<file path="config.mk">
export PLATFORM = sky130hd
export DESIGN_NAME = datapath_result_buffer_flat
export DESIGN_NICKNAME = d
export VERILOG_FILES = /design/src/rtl/datapath_pkg.sv /design/src/rtl/datapath_result_buffer_if.sv /design/src/rtl/datapath_result_buffer_mem.sv /design/src/rtl/datapath_result_buffer.sv /design/src/flat_wrapper.sv
export SDC_FILE = /design/constraint.sdc
export NUM_CORES = 1
export LEC_CHECK = 0
export CORE_AREA = 3 3 95 97
export CTS_CLUSTER_SIZE = 28
export DETAILED_ROUTE_END_ITERATION = 12
export DIE_AREA = 0 0 98 100
export HOLD_SLACK_MARGIN = 0.03
export SYNTH_ARGS = -nofsm -noshare
export SYNTH_HDL_FRONTEND = slang
export SYNTH_HIERARCHICAL = 1
export SYNTH_SLANG_ARGS = --single-unit
export TNS_END_PERCENT = 30
</file>
<file path="constraint.sdc">
create_clock -name clk -period 5.25 [get_ports clk]
set_input_delay 0.7875 -clock clk [delete_from_list [all_inputs] [get_ports clk]]
set_output_delay 0.7875 -clock clk [all_outputs]
set_load 0.005 [all_outputs]
</file>
<file path="src/rtl/datapath_pkg.sv">
// Shared datapath definitions: result width default and ALU op-select encodings.
// Imported by the host ALU and by the result buffer.
package datapath_pkg;

    localparam int DATA_W_DEFAULT = 16;

    localparam logic [2:0] ALU_OP_ADD  = 3'd0;
    localparam logic [2:0] ALU_OP_SUB  = 3'd1;
    localparam logic [2:0] ALU_OP_AND  = 3'd2;
    localparam logic [2:0] ALU_OP_OR   = 3'd3;
    localparam logic [2:0] ALU_OP_XOR  = 3'd4;
    localparam logic [2:0] ALU_OP_SHL  = 3'd5;
    localparam logic [2:0] ALU_OP_SHR  = 3'd6;
    localparam logic [2:0] ALU_OP_PASS = 3'd7;

    // Pointer width with the extra wrap bit used by the FIFO full/empty test.
    function automatic int unsigned fifo_ptr_w(input int unsigned depth);
        return $clog2(depth) + 1;
    endfunction

endpackage

</file>
<file path="src/rtl/datapath_result_buffer_if.sv">
// Result stream in (valid only, no back-pressure) and buffered stream out (valid/ready).
interface datapath_result_buffer_if
    import datapath_pkg::*;
#(
    parameter int DATA_W = DATA_W_DEFAULT
);
    logic [DATA_W-1:0] in_data;
    logic              in_valid;
    logic [DATA_W-1:0] out_data;
    logic              out_valid;
    logic              out_ready;

    // master: ALU producer plus downstream consumer; slave: the buffer itself
    modport master (
        output in_data,
        output in_valid,
        output out_ready,
        input  out_data,
        input  out_valid
    );

    modport slave (
        input  in_data,
        input  in_valid,
        input  out_ready,
        output out_data,
        output out_valid
    );

endinterface

</file>
<file path="src/rtl/datapath_result_buffer_mem.sv">
// DEPTH x DATA_W register array: one synchronous write port, one asynchronous read port.
// Contents are deliberately not reset.
module result_fifo_mem #(
    parameter int DATA_W = 16,
    parameter int DEPTH  = 4
) (
    input  logic                       clk,
    input  logic                       we,
    input  logic [$clog2(DEPTH)-1:0]   widx,
    input  logic [DATA_W-1:0]          wdata,
    input  logic [$clog2(DEPTH)-1:0]   ridx,
    output logic [DATA_W-1:0]          rdata
);

    logic [DATA_W-1:0] mem_q [DEPTH];
    logic [DATA_W-1:0] mem_d [DEPTH];

    always_comb begin
        mem_d = mem_q;
        if (we) begin
            mem_d[widx] = wdata;
        end
    end

    always_ff @(posedge clk) begin
        mem_q <= mem_d;
    end

    assign rdata = mem_q[ridx];

endmodule

</file>
<file path="src/rtl/datapath_result_buffer.sv">
// Buffers the non-stallable ALU result stream in a small FIFO and presents it on valid/ready.
// Words arriving while full (and not freed by a same-cycle pop) are dropped and counted.
module datapath_result_buffer
    import datapath_pkg::*;
#(
    parameter int DATA_W = DATA_W_DEFAULT,
    parameter int DEPTH  = 4,
    parameter int OVF_W  = 8
) (
    input  logic                     clk,
    input  logic                     rst_n,
    datapath_result_buffer_if.slave  bus,
    output logic [$clog2(DEPTH):0]   level,
    output logic [OVF_W-1:0]         overflow_cnt
);

    localparam int AW = $clog2(DEPTH);
    localparam int PW = AW + 1;

    logic [PW-1:0]     wr_ptr_q, wr_ptr_d;
    logic [PW-1:0]     rd_ptr_q, rd_ptr_d;
    logic [OVF_W-1:0]  ovf_q, ovf_d;

    logic              empty;
    logic              full;
    logic              pop;
    logic              push;
    logic              drop;
    logic [DATA_W-1:0] rdata;

    assign empty = (wr_ptr_q == rd_ptr_q);
    assign full  = (wr_ptr_q[AW-1:0] == rd_ptr_q[AW-1:0]) &&
                   (wr_ptr_q[AW] != rd_ptr_q[AW]);

    // A pop in the same cycle frees the slot a full FIFO needs to accept the push.
    assign pop  = !empty && bus.out_ready;
    assign push = bus.in_valid && (!full || pop);
    assign drop = bus.in_valid && full && !pop;

    always_comb begin
        wr_ptr_d = wr_ptr_q;
        rd_ptr_d = rd_ptr_q;
        ovf_d    = ovf_q;
        if (push) begin
            wr_ptr_d = wr_ptr_q + {{(PW-1){1'b0}}, 1'b1};
        end
        if (pop) begin
            rd_ptr_d = rd_ptr_q + {{(PW-1){1'b0}}, 1'b1};
        end
        if (drop && (ovf_q != '1)) begin
            ovf_d = ovf_q + {{(OVF_W-1){1'b0}}, 1'b1};
        end
    end

    always_ff @(posedge clk or negedge rst_n) begin
        if (!rst_n) begin
            wr_ptr_q <= '0;
            rd_ptr_q <= '0;
            ovf_q    <= '0;
        end else begin
            wr_ptr_q <= wr_ptr_d;
            rd_ptr_q <= rd_ptr_d;
            ovf_q    <= ovf_d;
        end
    end

    result_fifo_mem #(
        .DATA_W (DATA_W),
        .DEPTH  (DEPTH)
    ) u_mem (
        .clk   (clk),
        .we    (push),
        .widx  (wr_ptr_q[AW-1:0]),
        .wdata (bus.in_data),
        .ridx  (rd_ptr_q[AW-1:0]),
        .rdata (rdata)
    );

    // The array is not reset, so the head is masked while empty.
    assign bus.out_data  = empty ? '0 : rdata;
    assign bus.out_valid = !empty;
    assign level         = wr_ptr_q - rd_ptr_q;
    assign overflow_cnt  = ovf_q;

endmodule

</file>
<file path="src/flat_wrapper.sv">
// flat-port wrapper written by rule: the top's interface ports become plain ports
module datapath_result_buffer_flat import datapath_pkg::*;
#(
    parameter int DATA_W = DATA_W_DEFAULT,
    parameter int DEPTH  = 4,
    parameter int OVF_W  = 8
)
  (clk, rst_n, level, overflow_cnt, bus_in_data, bus_in_valid, bus_out_ready, bus_out_data, bus_out_valid);
  datapath_result_buffer_if #(.DATA_W(DATA_W)) bus_i ();
  input  logic clk;
  input  logic rst_n;
  output logic [$clog2(DEPTH):0] level;
  output logic [OVF_W-1:0] overflow_cnt;
  input wire logic [$bits(bus_i.in_data)-1:0] bus_in_data;
  input wire logic [$bits(bus_i.in_valid)-1:0] bus_in_valid;
  input wire logic [$bits(bus_i.out_ready)-1:0] bus_out_ready;
  output wire logic [$bits(bus_i.out_data)-1:0] bus_out_data;
  output wire logic [$bits(bus_i.out_valid)-1:0] bus_out_valid;
  assign bus_i.in_data = bus_in_data;
  assign bus_i.in_valid = bus_in_valid;
  assign bus_i.out_ready = bus_out_ready;
  assign bus_out_data = bus_i.out_data;
  assign bus_out_valid = bus_i.out_valid;
  datapath_result_buffer #(.DATA_W(DATA_W), .DEPTH(DEPTH), .OVF_W(OVF_W)) u_core (.clk(clk), .rst_n(rst_n), .bus(bus_i), .level(level), .overflow_cnt(overflow_cnt));
endmodule
</file>
==> reports/results.md, run 1 <==
| Group | Metric | Value |
|:---|:---|:---|
| outcome | Run status | complete, no violations |
| clock network | Num CTS Buffers | 9 |
| synthesis | Mux cell area share after synthesis | 13.1% |
| synthesis | Cell area after technology mapping | 3250 um2 |
| finish | Final core area utilization | 49.3% |
| clock network | Number of levels in the clock H-tree | 3 |
| placement | DP HPWL | 3610 um |
| finish | Final cell count without fillers | 339 |
| synthesis | Yosys top cell by area | sky130_fd_sc_hd__edfxtp_1 |
| synthesis | Leading cell types by count after synthesis | sky130_fd_sc_hd__edfxtp_1 (64), sky130_fd_sc_hd__and2_1 (16), sky130_fd_sc_hd__dfrtp_1 (14), sky130_fd_sc_hd__mux4_2 (10), sky130_fd_sc_hd__xnor2_1 (8) |
| clock network | Clock Path Buffers | 2 |
| global route | Total grt overflow | 0 |
| finish | Final #Nets | 255 |
| placement | Port Buffers | 47 |
| timing | Setup WS post-layout | 1810 ps |
| route | Overall routed net length | 5660 um |
| clock network | # clock sinks | 78 |
| power | Power density over the cells | 583 nW/um2 |
| synthesis | Synthesized-area fraction occupied by xor and xnor cells | 2.93% |
| timing | Final cycle utilization of the critical path | 65.5% |
| run | Number of max-cap violations | 0 |
| finish | Layout cell share with drive strength beyond 1 | 16.2% |
| hold path | Path type of the worst min-delay path | reg2reg |
| global route | Total routing resource utilization after global routing | 12.1% |
| route | Post-route ant nets | 0 |
| global route | Global-route wire length before repair | 8860 um |
| power | LEAKAGE | 1.43 nW |
| timing | Min cycle time layout | 3440 ps |
| floorplan | Total number of placement rows | 33 |
| placement | Worst slack at placement | 2090 ps |
| timing | Unrepaired setup endpoints after global routing | false |
| synthesis | Simple-gate share of the synthesized area | 7.71% |
| timing | Total negative setup slack | 0 ps |
| route | Initial detailed-routing violation count | 55 |
| clock network | Latest clock arrival within the worst-skew pair | 350 ps |
| placement | RePlAce Congestion | 0.760 |
| route | Number of design rule violations left after detail routing | 0 |
| clock network | Post-CTS setup buffer count | 0 |
| clock network | TritonCTS clock tree | yes |
| synthesis | Sequential share of the synthesized area | 70.0% |
| synthesis | Synthesized netlist net count | 199 |
| worst setup path | Worst Setup Path Type | reg2out |
| power | Clock group share of total power | 20.8% |
| synthesis | Fraction of the mapped netlist area in compound gates | 1.58% |
| power | Share of total power in sequential cells | 38.0% |
| synthesis | Adder-cell share of the synthesized area | 2.54% |
| synthesis | Avg Cell Area, Syn | 18.8 um2 |
| route | Routed wire per std cell | 16.7 um |
| timing | Clock Skews | 9.92 ps |
| power | Sw frac | 29.4% |
| synthesis | Number of enable flip-flop cells after synthesis | 64 |
| clock network | Cells resized by post-CTS repair | 0 |
| timing | Transition at the pin with the smallest max-transition slack | 884 ps |
| synthesis | Top flip-flop cell by instance count after synthesis | sky130_fd_sc_hd__edfxtp_1 |
| power | Cell Int Power | 1.67 mW |
| synthesis | Yosys top cell area share | 59.2% |
| worst setup path | Arrival time at the worst endpoint | 2650 ps |
| timing | Total count of max-transition violations in the final report | 0 |
| synthesis | Async set or reset register ratio after synthesis | 17.9% |
| global route | Via count of the first global-routing pass | 1726 |
| timing | Count of final hold-check violations | 0 |
| floorplan | IO Pins | 48 |
| floorplan | Die W | 98 um |
| route | Number of iterations in the first detailed-routing pass | 4 |
| worst setup path | Endpoint required time on the critical path | 4460 ps |
| worst setup path | Largest fanout on the critical path | 19 |
| synthesis | Count leader, synth | sky130_fd_sc_hd__edfxtp_1 |
| clock network | # hold bufs at CTS | 0 |
| timing | Max frequency | 0.291 GHz |
| synthesis | Number of unique standard cell types used by synthesis | 34 |
| floorplan | Area of the core | 8220 um2 |
| global route | Initial antenna violation count | 0 |
| route | DR vias/cell | 4.86 |
| synthesis | Dominant cells by area after synthesis | sky130_fd_sc_hd__edfxtp_1 (59%), sky130_fd_sc_hd__dfrtp_1 (11%), sky130_fd_sc_hd__mux4_2 (6.9%) |
| power | Fraction of power consumed by combinational cells | 41.2% |
| timing | Worst relative slew slack | 41.1% |
| floorplan | Starting Density | 39.5% |
| finish | Diode insertion count for antenna repair | 0 |
| finish | Count of filler cells inserted in the layout | 714 |
| floorplan | Total Die Area | 9800 um2 |
| synthesis | Synth Instances | 173 |
| synthesis | Combinational family with the most area after synthesis | multiplexers |
| global route | Maximum number of pins on one net before global-route repair | 20 |
| placement | Cell Area, Placed | 3830 um2 |
| worst setup path | Startpoint types | flip-flop |
| finish | Total non-filler cell area in the finished layout | 4050 um2 |
| synthesis | Yosys warning total | 6 |
| finish | Signed area change from the synthesized netlist to the final layout | 24.8% |
| floorplan | DIE HEIGHT | 100 um |
| worst setup path | Critical Path Sink Type | output port |
| route | Routed vias | 1646 |
| power | Worst-case vdd ir drop | 292 uV |
| timing | Final setup violation count | 0 |
| placement | Cell count after placement | 323 |
| clock network | Clock tree root buffer cell | sky130_fd_sc_hd__clkbuf_8 |
| power | Net switching power | 0.693 mW |
| synthesis | Flop and latch count out of synthesis | 78 |
| clock network | Clock transition at the registers of the reported paths | 80 ps |
cells by family (layout without fill, tap and decap cells):
group                      Yosys count  after routing
buffers and inverters               11             72
adders and majority gates            6              6
xor gates and xnor gates            10             10
muxes                               20             20
AOI/OAI and AO/OA                    7              7
DFF                                 78             78
and+or+nand+nor                     41             41
layout by cell type (no fill, tap or decap), types with 2 or more instances in the layout:
| cell type | netlist | final |
|---|---|---|
| sky130_fd_sc_hd__a21oi_1 | 2 | 2 |
| sky130_fd_sc_hd__and4_1 | 2 | 2 |
| sky130_fd_sc_hd__ha_1 | 5 | 5 |
| sky130_fd_sc_hd__nand2_1 | 5 | 5 |
| sky130_fd_sc_hd__bufinv_16 | 0 | 2 |
| sky130_fd_sc_hd__and3b_1 | 2 | 2 |
| sky130_fd_sc_hd__and3_1 | 2 | 2 |
| sky130_fd_sc_hd__clkdlybuf4s50_1 | 0 | 47 |
| sky130_fd_sc_hd__nand3_1 | 3 | 3 |
| sky130_fd_sc_hd__clkbuf_8 | 0 | 9 |
| sky130_fd_sc_hd__dfrtp_1 | 14 | 14 |
| sky130_fd_sc_hd__clkinvlp_4 | 0 | 2 |
| sky130_fd_sc_hd__mux2_2 | 3 | 3 |
| sky130_fd_sc_hd__nor2_1 | 3 | 3 |
| sky130_fd_sc_hd__inv_1 | 6 | 6 |
| sky130_fd_sc_hd__buf_4 | 0 | 3 |
| sky130_fd_sc_hd__nand4_1 | 3 | 3 |
| sky130_fd_sc_hd__mux4_1 | 6 | 6 |
| sky130_fd_sc_hd__xnor2_1 | 8 | 8 |
| sky130_fd_sc_hd__mux4_2 | 10 | 10 |
| sky130_fd_sc_hd__edfxtp_1 | 64 | 64 |
| sky130_fd_sc_hd__and2_1 | 16 | 16 |
power groups by stage:
stage / Combinational (mW) / Sequential, mW / Clock, mW
6_report: 0.972 / 0.896 / 0.492
5_1_grt: 1.07 / 0.911 / 0.530
4_1_cts: 1.00 / 0.899 / 0.505
3_5_place_dp: 0.994 / 0.913 / 0
3_3_place_gp: 0.994 / 0.909 / 0
2_1_floorplan: 0.544 / 0.884 / 0
state kept, by name, indices dropped and copies added, names as in the netlist:
name	count
u_core/rd_ptr_q	3
u_core/overflow_cnt	8
u_core/wr_ptr_q	3
u_core/u_mem/mem_q	64
metrics by stage:
stage | power [mW] | hold slack, ps
after global routing | 2.51 | 534
after global placement | 1.90 | 503
after floorplan | 1.43 | 492
after detailed placement | 1.91 | 514
after CTS | 2.41 | 529
final | 2.36 | 525
path summary, 6_finish.rpt:
| kind | start | slack (ps) | cells past startpoint | to |
|---|---|---|---|---|
| max | u_core/rd_ptr_q[0] | 1810 | 5 | bus_out_data[3] |
| min | u_core/overflow_cnt[6] | 520 | 1 | u_core/overflow_cnt[6] |
| max reg2reg | u_core/rd_ptr_q[0] | 2500 | 5 | u_core/u_mem/mem_q[34] |
| min reg2reg | u_core/overflow_cnt[6] | 520 | 1 | u_core/overflow_cnt[6] |
| max in group asynchronous | rst_n | 3980 | 1 | u_core/overflow_cnt[7] |
| min in group asynchronous | rst_n | 840 | 1 | u_core/overflow_cnt[1] |
critical path, cell delays in order (launching register included):
cell and delay [ps]:
sky130_fd_sc_hd__dfrtp_1 680, sky130_fd_sc_hd__buf_4 330, sky130_fd_sc_hd__ha_1 310, sky130_fd_sc_hd__nand3_2 280
sky130_fd_sc_hd__and2_1 200, sky130_fd_sc_hd__clkdlybuf4s50_1 510
final cells by class:
cell class | instances | area [um2] | share of cell area, %
Timing Repair Buffer | 50 | 493 | 12.2
Multi-Input combinational cell | 84 | 911 | 22.5
Sequential cell | 78 | 2270 | 56.1
Clock buffer | 9 | 124 | 3.06
Tap cell | 105 | 131 | 3.24
Clock inverter | 7 | 97.6 | 2.41
Inverter | 6 | 22.5 | 0.556
routing by layer:
metal | share of wire [%] | track usage, % | vias to the layer above
li1 | - | - | 784
met1 | 43 | 14.7 | 821
met2 | 52 | 20.5 | 31
met3 | 3.3 | 2.57 | 10
met4 | 2.1 | 6.39 | 0
met5 | 0 | 0 | -
No activity file was read; power rests on OpenSTA's default activity.
==> run 2, diff against run 1 <==
- clock period: 5.25 -> 3.5 ns (I/O delays scaled with it)
==> run 2 against run 1 <==
Against the previous run: highest routed layer unchanged; register-to-register slack worse by 1400 ps; sequential power is 47% higher; sequential share of layout area is 0.47 points higher.
==> reports/results.md, run 2 (same netlist as run 1, synthesis figures left out) <==
| Group | Metric | Value | vs previous |
|:---|:---|:---|:---|
| outcome | Run status | complete, no violations | unchanged |
| run | Number of max-cap violations | 0 | unchanged |
| floorplan | Die W | 98 um | unchanged |
| floorplan | IO Pins | 48 | unchanged |
| clock network | Num CTS Buffers | 9 | unchanged |
| power | Power density over the cells | 858 nW/um2 | was 583 nW/um2 |
| worst setup path | Ordered list of cells on the worst path | inv_1 > ha_1 > nand3_2 > and2_1 > clkdlybuf4s50_1 | was buf_4 > ha_1 > nand3_2 > and2_1 > clkdlybuf4s50_1 |
| hold path | Hold Path Stages | 1 | unchanged |
| worst setup path | Critical Path Sink Type | output port | unchanged |
| clock network | Clock tree root buffer cell | sky130_fd_sc_hd__clkbuf_8 | unchanged |
| finish | Diode insertion count for antenna repair | 0 | unchanged |
| finish | Signed area change from the synthesized netlist to the final layout | 23.7% | was 24.8% |
| clock network | TritonCTS clock tree | yes | unchanged |
| timing | Min cycle time layout | 2880 ps |  |
| route | Routed wire per std cell | 17.0 um | was 16.7 um |
| worst setup path | Worst-path cell with the longest stage delay | sky130_fd_sc_hd__clkdlybuf4s50_1 | was sky130_fd_sc_hd__dfrtp_1 |
| floorplan | Total Die Area | 9800 um2 | unchanged |
| worst setup path | Setup slack of the most critical reg-to-reg path | 1110 ps | was 2500 ps |
| timing | Total count of max-transition violations in the final report | 0 | unchanged |
| worst setup path | Endpoint required time on the critical path | 2970 ps | was 4460 ps |
| power | Total Power Consumption | 3.45 mW | was 2.36 mW |
| timing | Transition at the pin with the smallest max-transition slack | 921 ps | was 884 ps |
| clock network | # clock sinks | 78 | unchanged |
| worst setup path | Delay contributed by the slowest stage of the critical path | 450 ps | was 680 ps |
| route | Initial detailed-routing violation count | 69 | was 55 |
| global route | Global-route wire length before repair | 9340 um | was 8860 um |
| clock network | Clock Path Buffers | 2 | unchanged |
| route | Number of design rule violations left after detail routing | 0 | unchanged |
| timing | Unrepaired setup endpoints after global routing | false | unchanged |
| timing | Total negative setup slack | 0 ps | unchanged |
| placement | Worst slack at placement | 959 ps | was 2090 ps |
| finish | Count of filler cells inserted in the layout | 697 | was 714 |
| finish | Layout cell share with drive strength beyond 1 | 15.9% | was 16.2% |
| timing | Worst relative slew slack | 38.6% | was 41.1% |
| clock network | # hold bufs at CTS | 0 | unchanged |
| finish | Number of flip-flops in the largest register | 64 | unchanged |
| timing | Setup WS post-layout | 619 ps | was 1810 ps |
| worst setup path | Worst reg2reg endpoint | u_core/u_mem/mem_q[36] | was u_core/u_mem/mem_q[34] |
| timing | Final cycle utilization of the critical path | 82.3% |  |
| floorplan | Total number of placement rows | 33 | unchanged |
| timing | Final setup violation count | 0 | unchanged |
| global route | Total grt overflow | 0 | unchanged |
| route | Routed vias | 1671 | was 1646 |
| route | DR vias/cell | 4.94 | was 4.86 |
| global route | Initial antenna violation count | 0 | unchanged |
| floorplan | Starting Density | 39.5% | unchanged |
| route | Overall routed net length | 5740 um | was 5660 um |
| clock network | Clock transition at the registers of the reported paths | 90 ps | was 80 ps |
| clock network | Latest clock arrival within the worst-skew pair | 330 ps | was 350 ps |
| clock network | Post-CTS setup buffer count | 0 | unchanged |
| power | LEAKAGE | 1.42 nW | was 1.43 nW |
| worst setup path | Largest fanout on the critical path | 19 | unchanged |
| hold path | Path type of the worst min-delay path | reg2reg | unchanged |
| finish | Final core area utilization | 48.9% | was 49.3% |
| worst setup path | Cell count of the worst reg-to-reg path | 5 | unchanged |
| timing | Clock Skews | 13.6 ps | was 9.92 ps |
| clock network | Cells resized by post-CTS repair | 0 | unchanged |
| global route | Total routing resource utilization after global routing | 12.6% | was 12.1% |
| worst setup path | Arrival time at the worst endpoint | 2360 ps | was 2650 ps |
| route | Post-route ant nets | 0 | unchanged |
| placement | DP HPWL | 3690 um | was 3610 um |
| timing | Count of final hold-check violations | 0 | unchanged |
| placement | RePlAce Congestion | 0.772 | was 0.760 |
| hold path | Critical hold path startpoint | u_core/overflow_cnt[6] | unchanged |
| global route | Maximum number of pins on one net before global-route repair | 20 | unchanged |
| power | Worst-case vdd ir drop | 393 uV | was 292 uV |
| worst setup path | Worst Setup Path Type | reg2out | unchanged |
| worst setup path | Startpoint types | flip-flop | unchanged |
| global route | Via count of the first global-routing pass | 1760 | was 1726 |
| floorplan | Area of the core | 8220 um2 | unchanged |
| route | Number of iterations in the first detailed-routing pass | 4 | unchanged |
| placement | Port Buffers | 47 | unchanged |
| floorplan | DIE HEIGHT | 100 um | unchanged |
| finish | Most frequent standard cell in the layout excluding fill and tap cells | sky130_fd_sc_hd__edfxtp_1 | unchanged |
| finish | Biggest register | u_core/u_mem/mem_q | unchanged |
| worst setup path | Worst reg2reg startpoint | u_core/wr_ptr_q[0] | was u_core/rd_ptr_q[0] |
| clock network | Number of levels in the clock H-tree | 3 | unchanged |
| timing | Max frequency | 0.347 GHz |  |
| finish | Final #Nets | 255 | unchanged |
| hold path | Worst-case hold path end point | u_core/overflow_cnt[6] | unchanged |
| finish | Leading cell types in the layout, fill and taps excluded | sky130_fd_sc_hd__edfxtp_1 (64), sky130_fd_sc_hd__clkdlybuf4s50_1 (47), sky130_fd_sc_hd__and2_1 (16), sky130_fd_sc_hd__dfrtp_1 (14), sky130_fd_sc_hd__mux4_2 (10) | unchanged |
==> run 2: final cells by class <==
cell class	count	area (um2)	share of cell area, %
flip-flops and latches	78	2270	56.6
multi-input cells	84	911	22.7
repair buffers	50	493	12.3
well taps	105	131	3.27
clock buffers	9	124	3.08
clock inverters	6	63.8	1.59
inverters	6	22.5	0.561
==> run 2: how the worst max path moves through the flow <==
stage                             startpoint  slack [ps]                     end  depth (start not counted)
after floorplan           u_core/wr_ptr_q[0]         770  u_core/u_mem/mem_q[48]                          5
after global placement         bus_out_ready         970  u_core/u_mem/mem_q[36]                          3
after detailed placement  u_core/wr_ptr_q[0]         960         bus_out_data[0]                          5
after CTS                 u_core/wr_ptr_q[0]         560         bus_out_data[0]                          5
after global routing      u_core/wr_ptr_q[0]         430         bus_out_data[2]                          5
final                     u_core/wr_ptr_q[0]         620         bus_out_data[0]                          5
==> run 2: per-stage QoR <==
| stage | cells | instance area (um2) | hold slack (ps) |
|---|---|---|---|
| finish | 338 | 4020 | 520 |
| CTS | 338 | 4020 | 528 |
| global placement | 323 | 3830 | 507 |
| floorplan | 173 | 3250 | 229 |
| detailed placement | 323 | 3830 | 514 |
| global route | 338 | 4020 | 540 |
==> run 2: critical path, delay by kind of cell (launching register included) <==
family,cells,cell delay [ps]
adders and majority gates,1,370
and+or+nand+nor,2,660
buffers and inverters,2,560
DFF,1,440
==> run 2: per-layer routing <==
metal / global-route usage (%) / up-vias / wire, um / part of all wire, %
li1: - / 785 / - / -
met1: 17.1 / 845 / 2600 / 45
met2: 20.2 / 34 / 2870 / 50
met3: 2.64 / 7 / 193 / 3.4
met4: 5.11 / 0 / 79 / 1.4
met5: 0 / - / 0 / 0
==> run 2: report_power, final <==
| part | internal, mW | switching, mW |
|---|---|---|
| clock network | 0.324 | 0.311 |
| logic | 0.865 | 0.628 |
| registers | 1.23 | 0.0890 |
| total | 2.42 | 1.03 |
